### config.mk
export PLATFORM = sky130hd
export DESIGN_NAME = cla_serial_adder
export DESIGN_NICKNAME = d
export VERILOG_FILES = /design/src/rtl/cla_serial_adder_pkg.sv /design/src/rtl/cla_8bit.sv /design/src/rtl/cla_serial_adder.sv
export SDC_FILE = /design/constraint.sdc
export NUM_CORES = 1
export LEC_CHECK = 0
export BUFFER_PORTS_ARGS = -buffer_cell sky130_fd_sc_hd__buf_2
export CAP_MARGIN = 20
export CELL_PAD_IN_SITES_DETAIL_PLACEMENT = 0
export CELL_PAD_IN_SITES_GLOBAL_PLACEMENT = 1
export CORE_MARGIN = 2
export CORE_UTILIZATION = 42
export DETAILED_ROUTE_END_ITERATION = 6
export GPL_TIMING_DRIVEN = 0
export PLACE_DENSITY = 0.82
export SYNTH_ARGS = -nofsm -noshare
export SYNTH_HDL_FRONTEND = slang
export SYNTH_SLANG_ARGS = --single-unit
### constraint.sdc
create_clock -name clk -period 4.72 [get_ports clk]
set_clock_uncertainty 0.2 [all_clocks]
set_input_delay 0.236 -clock clk [delete_from_list [all_inputs] [get_ports clk]]
set_output_delay 0.236 -clock clk [all_outputs]
set_load 0.05 [all_outputs]
### src/rtl/cla_serial_adder_pkg.sv
// Shared constants for the byte-serial carry-lookahead adder.
package cla_serial_adder_pkg;

    localparam int unsigned SLICE_W = 8;

    localparam logic [1:0] ST_IDLE = 2'd0;
    localparam logic [1:0] ST_RUN  = 2'd1;
    localparam logic [1:0] ST_DONE = 2'd2;

endpackage

### src/rtl/cla_8bit.sv
// 8-bit carry-lookahead adder slice; every carry is a flat generate/propagate product.
module cla_8bit
    import cla_serial_adder_pkg::*;
(
    input  logic [SLICE_W-1:0] i_a,
    input  logic [SLICE_W-1:0] i_b,
    input  logic               i_c,
    output logic [SLICE_W-1:0] o_s,
    output logic               o_c
);

    logic [SLICE_W-1:0] w_g;
    logic [SLICE_W-1:0] w_p;
    logic [SLICE_W:0]   w_c;
    logic               w_prod;

    assign w_g = i_a & i_b;
    assign w_p = i_a ^ i_b;

    // c[i+1] = g[i] | p[i]g[i-1] | ... | p[i..0]c0
    always_comb begin
        w_c    = '0;
        w_prod = 1'b0;
        w_c[0] = i_c;
        for (int i = 0; i < SLICE_W; i++) begin
            w_c[i+1] = w_g[i];
            w_prod   = w_p[i];
            for (int j = i - 1; j >= 0; j--) begin
                w_c[i+1] = w_c[i+1] | (w_prod & w_g[j]);
                w_prod   = w_prod & w_p[j];
            end
            w_c[i+1] = w_c[i+1] | (w_prod & i_c);
        end
    end

    assign o_s = w_p ^ w_c[SLICE_W-1:0];
    assign o_c = w_c[SLICE_W];

endmodule

### src/rtl/cla_serial_adder.sv
// Wide adder that reuses one 8-bit CLA slice, one byte per clock, LSB first.
module cla_serial_adder
    import cla_serial_adder_pkg::*;
#(
    parameter int unsigned NUM_BYTES = 4
) (
    input  logic                         clk,
    input  logic                         rst,
    input  logic                         start,
    input  logic                         carry_start,
    input  logic [SLICE_W*NUM_BYTES-1:0] a,
    input  logic [SLICE_W*NUM_BYTES-1:0] b,
    output logic                         ready,
    output logic [SLICE_W*NUM_BYTES-1:0] sum,
    output logic                         carry_out,
    output logic                         done
);

    localparam int unsigned W     = SLICE_W * NUM_BYTES;
    localparam int unsigned CNT_W = $clog2(NUM_BYTES);
    localparam logic [CNT_W-1:0] LAST = CNT_W'(NUM_BYTES - 1);

    logic [1:0]         r_state, w_state_nx;
    logic [CNT_W-1:0]   r_cnt,   w_cnt_nx;
    logic               r_carry, w_carry_nx;
    logic [W-1:0]       r_a,     w_a_nx;
    logic [W-1:0]       r_b,     w_b_nx;
    logic [W-1:0]       r_work,  w_work_nx;
    logic [W-1:0]       r_sum,   w_sum_nx;
    logic               r_cout,  w_cout_nx;

    logic [SLICE_W-1:0] w_a_byte;
    logic [SLICE_W-1:0] w_b_byte;
    logic [SLICE_W-1:0] w_slice_sum;
    logic               w_slice_cout;

    assign w_a_byte = r_a[SLICE_W*r_cnt +: SLICE_W];
    assign w_b_byte = r_b[SLICE_W*r_cnt +: SLICE_W];

    cla_8bit u_slice (
        .i_a (w_a_byte),
        .i_b (w_b_byte),
        .i_c (r_carry),
        .o_s (w_slice_sum),
        .o_c (w_slice_cout)
    );

    always_comb begin
        w_state_nx = r_state;
        w_cnt_nx   = r_cnt;
        w_carry_nx = r_carry;
        w_a_nx     = r_a;
        w_b_nx     = r_b;
        w_work_nx  = r_work;
        w_sum_nx   = r_sum;
        w_cout_nx  = r_cout;
        case (r_state)
            ST_IDLE: begin
                if (start) begin
                    w_a_nx     = a;
                    w_b_nx     = b;
                    w_carry_nx = carry_start;
                    w_cnt_nx   = '0;
                    w_state_nx = ST_RUN;
                end
            end
            ST_RUN: begin
                w_work_nx[SLICE_W*r_cnt +: SLICE_W] = w_slice_sum;
                w_carry_nx = w_slice_cout;
                if (r_cnt == LAST) begin
                    // Result becomes visible only once the MSB slice is folded in.
                    w_sum_nx   = w_work_nx;
                    w_cout_nx  = w_slice_cout;
                    w_cnt_nx   = '0;
                    w_state_nx = ST_DONE;
                end else begin
                    w_cnt_nx = r_cnt + CNT_W'(1);
                end
            end
            ST_DONE: w_state_nx = ST_IDLE;
            default: w_state_nx = ST_IDLE;
        endcase
    end

    always_ff @(posedge clk or posedge rst) begin
        if (rst) begin
            r_state <= ST_IDLE;
            r_cnt   <= '0;
            r_carry <= 1'b0;
            r_a     <= '0;
            r_b     <= '0;
            r_work  <= '0;
            r_sum   <= '0;
            r_cout  <= 1'b0;
        end else begin
            r_state <= w_state_nx;
            r_cnt   <= w_cnt_nx;
            r_carry <= w_carry_nx;
            r_a     <= w_a_nx;
            r_b     <= w_b_nx;
            r_work  <= w_work_nx;
            r_sum   <= w_sum_nx;
            r_cout  <= w_cout_nx;
        end
    end

    assign ready     = (r_state == ST_IDLE);
    assign done      = (r_state == ST_DONE);
    assign sum       = r_sum;
    assign carry_out = r_cout;

endmodule

## Word level (Yosys, flattened, before mapping)

Index checks and enable logic that the tools add are counted.

- Flip-flop bits (word level): 134
- Bits of input ports: 68
- Output and inout port bits: 35
- Logic and storage cells: 137

- $add $sub $neg: 2
- Equality and inequality tests: 5
- Shift operators: 4
- Muxes and demuxes: 9
- Bitwise operators: 103
- Reduce and logical (&&, ||, !) cells: 6

Operator list:

| operator | number |
|---|---|
| bitwise AND 1 bit | 64 |
| indexed part select 32 x 6 -> 8 bit | 2 |
| bitwise OR 1 bit | 36 |
| negation 5 -> 34 bit | 1 |
| variable shift 8 x 34 -> 32 bit, first input constant | 1 |
| indexed part select 8 x 34 -> 32 bit | 1 |
| bitwise mux 32 bit | 1 |
| bitwise XOR 8 bit | 2 |
| bitwise AND 8 bit | 1 |
| 2-to-1 mux 2 bit | 4 |
| case mux 2 bit (2 select lines) | 2 |
| AND reduction 2 bit | 4 |
| == test 2 bit, second input constant | 2 |
| inequality test 2 bit, second input constant | 2 |
| adder 2 x 1 -> 2 bit, second input constant | 1 |
| == test 2 x 1 -> 1 bit, second input constant | 1 |
| zero test 2 bit | 1 |
| case mux 1 bit (2 select lines) | 1 |
| nonzero test 2 bit | 1 |
| 2-to-1 mux 1 bit | 1 |

## Longest topological paths before layout

Gate-level depths: netlist of the first run.

- Depth in word-level cells: 13
- Mapped depth: 10
- Mapped depth without buffers: 7

## By module

From an unflattened synthesis of the first run, not the netlist that was laid out.

- Cell total of the unflattened synthesis: 486
- Area total of the unflattened synthesis: 6,258.5 sq um

By module, submodules not included:

| module | times used | cells an instance | area each (sq um) | sequential area each (sq um) |
|---|---|---|---|---|
| cla_serial_adder | 1 | 445 | 5,925.7 | 3,353.2 |
| cla_8bit | 1 | 41 | 332.8 | 0.0 |

## Worst setup path before layout of the first run

No wires, ideal clock.

- Path type: register to register
- Start point: reg r_cnt[0]
- End point: reg r_sum[29], in the netlist sum[29]
- Data arrival time: 2.993 ns
- Data required time: 4.388 ns
- Setup slack: 1.396 ns
- Cell stages (with the launch flop): 11
- Path buffers: 3
- Period minus slack after synthesis: 3.324 ns
- Cell sequence: dfrtp_1 buf_2 buf_4 mux4_2 ha_1 a21oi_1 nor2b_1 or4_4 buf_6 a32oi_1 o21ai_1

- Longest elaborated chain between the ends: 13
- Elaborated cells on any way between the ends: 88
- Those cells by class: 1 x add/sub; 1 x eq/ne; 4 x shift; 1 x mux; 80 x bitwise; 1 x reduce/logical

Ends and longest elaborated chain:

| what | line | source |
|---|---|---|
| start: declaration | cla_serial_adder.sv:24 | `logic [CNT_W-1:0] r_cnt, w_cnt_nx;` |
| start signal: assignment | cla_serial_adder.sv:97 | `r_cnt <= w_cnt_nx;` |
| indexed part select 32 x 6 -> 8 bit, on equally long branches | cla_serial_adder.sv:37, cla_serial_adder.sv:38 |  |
| bitwise XOR 8 bit or bitwise AND 8 bit (tied branches) | cla_8bit.sv:18, cla_8bit.sv:17 |  |
| bitwise AND 1 bit, on equally long branches | cla_8bit.sv:29, cla_8bit.sv:30 |  |
| bitwise OR 1 bit (tied with other cells) (5 in a row) | cla_8bit.sv:29 | `w_c[i+1] = w_c[i+1] \| (w_prod & w_g[j]);` |
| bitwise OR 1 bit or bitwise AND 1 bit (tied branches) | cla_8bit.sv:29, cla_8bit.sv:32 |  |
| bitwise OR 1 bit | cla_8bit.sv:32 | `w_c[i+1] = w_c[i+1] \| (w_prod & i_c);` |
| bitwise XOR 8 bit | cla_8bit.sv:36 | `assign o_s = w_p ^ w_c[SLICE_W-1:0];` |
| indexed part select 8 x 34 -> 32 bit | cla_serial_adder.sv:68 | `w_work_nx[SLICE_W*r_cnt +: SLICE_W] = w_slice_sum;` |
| bitwise mux 32 bit | cla_serial_adder.sv:68 |  |
| end signal: assignment | cla_serial_adder.sv:102 | `r_sum <= w_sum_nx;` |
| end: declaration | cla_serial_adder.sv:29 | `logic [W-1:0] r_sum, w_sum_nx;` |

Parallel ways exist; a longest one is shown, timed or not.
A chain may end at the register's enable or synchronous reset.

## Worst setup path after layout of the first run

- Start point: reg r_cnt[1]
- End point: reg r_work[14]

- Longest elaborated chain between the ends: 13
- Elaborated cells on any way between the ends: 86
- Those cells by class: 1 x add/sub; 4 x shift; 1 x mux; 80 x bitwise

Ends and longest elaborated chain:

| what | line | source |
|---|---|---|
| indexed part select 32 x 6 -> 8 bit, on equally long branches | cla_serial_adder.sv:37, cla_serial_adder.sv:38 |  |
| bitwise XOR 8 bit or bitwise AND 8 bit (tied branches) | cla_8bit.sv:18, cla_8bit.sv:17 |  |
| bitwise AND 1 bit, on equally long branches | cla_8bit.sv:29, cla_8bit.sv:30 |  |
| bitwise OR 1 bit (tied with other cells) (5 in a row) | cla_8bit.sv:29 |  |
| bitwise OR 1 bit or bitwise AND 1 bit (tied branches) | cla_8bit.sv:29, cla_8bit.sv:32 |  |
| bitwise OR 1 bit | cla_8bit.sv:32 |  |
| bitwise XOR 8 bit | cla_8bit.sv:36 |  |
| indexed part select 8 x 34 -> 32 bit | cla_serial_adder.sv:68 |  |
| bitwise mux 32 bit * | cla_serial_adder.sv:68 |  |
| end signal: assignment | cla_serial_adder.sv:101 | `r_work <= w_work_nx;` |
| end: declaration | cla_serial_adder.sv:28 | `logic [W-1:0] r_work, w_work_nx;` |

Every way passes the cells marked *; elsewhere a longest branch is shown, timed or not.

==> out/summary.txt, run 1 <==
Status = finished clean
Slew Viols, Final = 0
CTS root buf = clkbuf_16
Synthesis Warnings = 0
Syn Area/Cell = 13.19 sq um
CTS max path bufs = 2
Commonest cells post-synth = dfrtp_1 (134), mux2_2 (64), nor2_1 (37), a22o_1 (28), nand2_1 (21)
Global-route wire length before repair = 24700 um
Number of global-route vias before repair = 4883
Post-synth top area share = 55.26%
Final Hold Viols = 0
Synth Register Bits = 134
Mapped Nets = 544
Minimum clock period = 3838 ps
Crit Path Class = flip-flop to flip-flop
Startpoint Class = flip-flop
Seq/Total Area, Yosys = 55.26%
Synth Flop Type = dfrtp_1
Achievable Freq = 0.2605 GHz
Worst R2R Path Depth = 9
CP Capture Type = flip-flop
Htree depth = 4
GPL Wtd Cong = 0.8047
Die Wd = 124.2 um
Synth unique cells = 43
Largest net degree at the start of global routing = 71
All-layer global routing usage = 20.14%
IO Pins = 103
Worst-skew pair later-pin latency = 420 ps
Hold WS = 249.3 ps
Min-delay worst type = primary input to asynchronous set/reset pin
# fillers = 1154
Final net count = 732
# rows = 43
Max-slew headroom = 39.53%
Clk sink count = 134
# diodes = 0
Tcrit/Tclk final = 81.32%
Top cells by area, synth = dfrtp_1 (55%), mux2_2 (12%), mux4_2 (5.9%), a22o_1 (4.0%), ha_1 (3.1%)
CTS tree = done
Vias = 4485
Layout cells sized above 1 = 36.67%
Global route total overflow = 0
Max Cap Viol = 0
Syn Inst Count = 460
Core footprint = 13990 sq um
Worst EP arrival = 3990 ps
Post-CTS Setup Inserts = 0
Worst Path Max Fanout = 10
Post-synth EDFFs = 0
Die ar. = 15430 sq um
CTS Buf Count = 17
Most frequent cell after synthesis = dfrtp_1
DRC Markers = 0
WP data required = 4870 ps
Final setup viols = 0
Initial antenna violation count = 0
Initial DRT Pass Iterations = 4
Async SR Flop Fraction = 100.0%
Yosys top cell by area = dfrtp_1
Final Cell Area = 8097 sq um
DP Area = 6837 sq um
Initial DRC count = 266
Port Buffer Count = 102
Clock-pin slew on the worst setup and hold paths = 60 ps
Synth Cell Area = 6068 sq um
ANT nets after route = 0
Routed WL = 15000 um
Post-DP HPWL = 10440 um
Area growth syn-to-layout = 33.42%
Per-cell routed wire length = 17.85 um
Starting Density = 43.38%
Measured slew at the worst slew-check pin = 900.1 ps
Unrepaired setup endpoints after global routing = false
DIE HEIGHT = 124.2 um
Avg Vias per Cell = 5.339
## timing repair
action / 4_1_cts / 5_1_grt
hold buffers: 66 / 0
hold endpoints to repair: 129 / 0
resized for setup: 0 / 0
## final cells by class
class / count / area, sq um / area share, %
Tap cell: 180 / 225.2 / 2.782
Clock inverter: 9 / 125.1 / 1.545
Timing Repair Buffer: 169 / 1199 / 14.80
Multi-Input combinational cell: 292 / 2556 / 31.57
Clock buffer: 22 / 474.2 / 5.857
Buffer: 24 / 121.4 / 1.499
Inverter: 10 / 42.54 / 0.5254
Sequential cell: 134 / 3353 / 41.42
## flip-flops by register name (all words and copies together), names as in the netlist
register   cells
r_cnt          2
r_carry        1
carry_out      1
r_work        32
r_b           32
r_a           32
sum           32
r_state        2
## critical path: stages (launching register included)
cell and delay (ps):
dfrtp_1 400, clkbuf_1 430, clkbuf_1 570, mux4_2 430
ha_1 380, a21oi_1 220, o21ai_0 160, a211oi_1 300
a2bb2oi_1 460, a22o_1 230
## stage by stage
stage / util, % / TNS [ps] / std cells / setup WS, ps
global placement: 48.64 / -75720 / 742 / -576.4
finish: 57.88 / 0 / 840 / 881.6
detailed placement: 48.87 / 0 / 743 / 897.4
global route: 57.88 / 0 / 840 / 541.7
floorplan: - / 0 / 460 / 701.2
CTS: 57.88 / 0 / 840 / 872.6
## cells in the final DEF (no fill, tap or decap), drive strengths merged
| cell | count |
|---|---|
| a211oi | 2 |
| bufinv | 3 |
| a32oi | 4 |
| fa | 1 |
| nand2 | 21 |
| mux2 | 64 |
| nand2b | 1 |
| nor4 | 3 |
| dfrtp | 134 |
| clkbuf | 26 |
| clkinv | 4 |
| mux4 | 16 |
| xnor2 | 4 |
| nor4b | 1 |
| and2 | 3 |
| dlygate4sd3 | 66 |
| buf | 123 |
| a221oi | 16 |
| nor2b | 3 |
| a22oi | 1 |
| o31ai | 2 |
| a21o | 1 |
| clkinvlp | 2 |
| ha | 15 |
| o21ba | 1 |
| a21oi | 18 |
| o2bb2ai | 1 |
| inv | 10 |
| a32o | 4 |
| a2bb2oi | 1 |
| xor2 | 3 |
| nor3 | 4 |
| a22o | 28 |
| o21bai | 3 |
| o21ai | 21 |
| or4 | 1 |
| and3 | 12 |
| nor2 | 37 |
## path summary, 6_finish.rpt
path | startpoint | to | slack [ps]
worst max register to register | r_cnt[1]$_DFFE_PP0P_ | r_work[14]$_DFFE_PP0P_ | 880
max in group asynchronous | rst | r_carry$_DFFE_PP0P_ | 3330
worst min-delay path | rst | sum[22]$_DFFE_PP0P_ | 250
worst min register to register | sum[30]$_DFFE_PP0P_ | sum[30]$_DFFE_PP0P_ | 290
min in group clk | sum[30]$_DFFE_PP0P_ | sum[30]$_DFFE_PP0P_ | 290
worst max-delay path | r_cnt[1]$_DFFE_PP0P_ | r_work[14]$_DFFE_PP0P_ | 880
## routing by layer
layer,wire (um),global-route usage (%)
met1,6418,24.90
met2,7673,35.00
met3,707,4.948
met4,196,5.948
met5,0,0
## cells by family after synthesis
family / share of synthesized area (%)
adder cells (fa/ha/maj): 3.423
AND/OR/NAND/NOR: 7.299
buffers and inverters: 2.619
multiplexers: 17.81
flip-flops: 55.26
AO/OA/AOI/OAI: 12.58
XOR/XNOR: 1.010
Power of run 1 is left out: the tool's default activity adds up to more than one toggle a clock period on the data nets, which glitch-free logic cannot reach.
==> inputs of run 2 (changes only) <==
--- a/config.mk
+++ b/config.mk
@@ -10,10 +10,10 @@
 export CELL_PAD_IN_SITES_DETAIL_PLACEMENT = 0
 export CELL_PAD_IN_SITES_GLOBAL_PLACEMENT = 1
 export CORE_MARGIN = 2
-export CORE_UTILIZATION = 42
+export CORE_UTILIZATION = 41
 export DETAILED_ROUTE_END_ITERATION = 6
 export GPL_TIMING_DRIVEN = 0
-export PLACE_DENSITY = 0.82
+export PLACE_DENSITY = 0.84
 export SYNTH_ARGS = -nofsm -noshare
 export SYNTH_HDL_FRONTEND = slang
 export SYNTH_SLANG_ARGS = --single-unit
==> constraint.sdc (replaced) <==
create_clock -name clk -period 3.5 [get_ports clk]
set_clock_uncertainty 0.2 [all_clocks]
set_input_delay 0.175 -clock clk [delete_from_list [all_inputs] [get_ports clk]]
set_output_delay 0.175 -clock clk [all_outputs]
set_load 0.05 [all_outputs]
==> run 2 against run 1 <==
Effect of this change:
- count of clock-buffer cells in the layout up 1
- register-to-register slack worse by 770 ps
- non-clock buffer count is 5 higher
- critical path depth is 1 higher
- final area grew 2.6%
- sequential share of layout area down 1.0 points
==> out/summary.txt, run 2 (synthesis gave the netlist of run 1 again) <==
Post-DP HPWL = 10970 um (was 10440 um)
Achievable Freq = 0.2955 GHz (was 0.2605 GHz)
ANT nets after route = 0 (unchanged)
Global route total overflow = 0 (unchanged)
# rows = 44 (was 43)
Hold WS = 181.0 ps (was 249.3 ps)
Max-slew headroom = 38.79% (was 39.53%)
Vias = 4593 (was 4485)
Core footprint = 14480 sq um (was 13990 sq um)
Clk sink count = 134 (unchanged)
Final setup viols = 0 (unchanged)
Port Buffer Count = 102 (unchanged)
All-layer global routing usage = 21.06% (was 20.14%)
CTS Buf Count = 17 (unchanged)
DRC Markers = 0 (unchanged)
Slew Viols, Final = 0 (unchanged)
CP Capture Type = flip-flop (unchanged)
Max Cap Viol = 0 (unchanged)
Routed WL = 16030 um (was 15000 um)
DP Area = 6893 sq um (was 6837 sq um)
Per-cell routed wire length = 18.86 um (was 17.85 um)
Status = finished clean (unchanged)
CTS root buf = clkbuf_16 (unchanged)
Initial antenna violation count = 0 (unchanged)
Area growth syn-to-layout = 36.93% (was 33.42%)
CTS tree = done (unchanged)
Crit Path Class = flip-flop to flip-flop (unchanged)
Number of global-route vias before repair = 4967 (was 4883)
Worst Path Max Fanout = 10 (unchanged)
Final core utilization = 57.39% (was 57.88%)
Clock-pin slew on the worst setup and hold paths = 60 ps (about the same)
Final net count = 737 (was 732)
Final Cell Area = 8309 sq um (was 8097 sq um)
Worst-skew pair later-pin latency = 430 ps (was 420 ps)
Commonest non-fill, non-tap cell in the layout = dfrtp_1 (unchanged)
GPL Wtd Cong = 0.8167 (was 0.8047)
Layout cells sized above 1 = 38.59% (was 36.67%)
# diodes = 0 (unchanged)
Avg Vias per Cell = 5.404 (was 5.339)
Die Wd = 125.7 um (was 124.2 um)
Measured slew at the worst slew-check pin = 910.5 ps (was 900.1 ps)
Commonest non-fill, non-tap cells in the layout = dfrtp_1 (133), buf_2 (117), dlygate4sd3_1 (66) (was dfrtp_1 (134), buf_2 (118), dlygate4sd3_1 (66))
Tcrit/Tclk final = 96.70% (was 81.32%)
Worst EP arrival = 3470 ps (was 3990 ps)
Htree depth = 4 (unchanged)
Min-delay worst type = primary input to asynchronous set/reset pin (unchanged)
Final Hold Viols = 0 (unchanged)
IO Pins = 103 (unchanged)
Initial DRT Pass Iterations = 4 (unchanged)
CTS max path bufs = 2 (unchanged)
Minimum clock period = 3384 ps (was 3838 ps)
Non-Filler Instances = 850 (was 840)
# fillers = 1194 (was 1154)
Starting Density = 41.91% (was 43.38%)
Die ar. = 15790 sq um (was 15430 sq um)
Global-route wire length before repair = 25820 um (was 24700 um)
WP data required = 3590 ps (was 4870 ps)
Largest net degree at the start of global routing = 32 (was 71)
Placed cell count = 750 (was 743)
Initial DRC count = 234 (was 266)
Startpoint Class = flip-flop (unchanged)
DIE HEIGHT = 125.7 um (was 124.2 um)
Unrepaired setup endpoints after global routing = false (unchanged)
==> run 2: repair_timing <==
action                                 CTS  global route
endpoints found under the hold margin   87             0
resized for setup                        7            10
setup endpoints to repair               49            26
setup buffers                            0             2
hold buffers                            66             0
pin swaps                                0             2
gates cloned                             0             0
==> run 2: per-stage QoR <==
stage / worst slack, ps / TNS (ps)
6_report: 115.6 / 0
4_1_cts: 11.61 / 0
2_1_floorplan: 175.6 / 0
5_1_grt: 5.836 / 0
3_5_place_dp: -498.7 / -10110
3_3_place_gp: -320.7 / -6636
==> run 2: path summary, 6_finish.rpt <==
path | startpoint | cells after the start | to | slack, ps
min | rst | 3 | sum[23]$_DFFE_PP0P_ | 180
min in group clk | carry_out$_DFFE_PP0P_ | 2 | carry_out$_DFFE_PP0P_ | 280
max reg2reg | r_cnt[0]$_DFFE_PP0P_ | 10 | sum[29]$_DFFE_PP0P_ | 120
max in group asynchronous | rst | 5 | r_a[16]$_DFFE_PP0P_ | 2170
min reg2reg | carry_out$_DFFE_PP0P_ | 2 | carry_out$_DFFE_PP0P_ | 280
max | r_cnt[0]$_DFFE_PP0P_ | 10 | sum[29]$_DFFE_PP0P_ | 120
==> run 2: cell type report <==
cell class | count | area (sq um) | area share (%)
buffer | 24 | 136.4 | 1.641
clock buffer | 23 | 478.0 | 5.752
clock inverter | 9 | 195.2 | 2.349
inverter | 10 | 41.29 | 0.4969
multi-input combinational | 292 | 2608 | 31.38
sequential | 134 | 3354 | 40.37
tap | 184 | 230.2 | 2.771
timing repair buffer | 174 | 1266 | 15.24
==> run 2: routing by layer <==
metal	global-route usage, %	wire length (um)
met2	37.42	8530
met1	25.12	6475
met3	5.310	841
met5	0	0
met4	6.667	186
==> run 2: critical path: stages (launching register included) <==
cell and delay (ps):
dfrtp_2 430, buf_6 210, buf_6 210, mux4_2 550, ha_1 420, a21oi_2 190
nor2b_1 60, or4_4 480, buf_6 150, a32oi_1 250, o21ai_1 100
Power of run 2 is left out for the same reason.
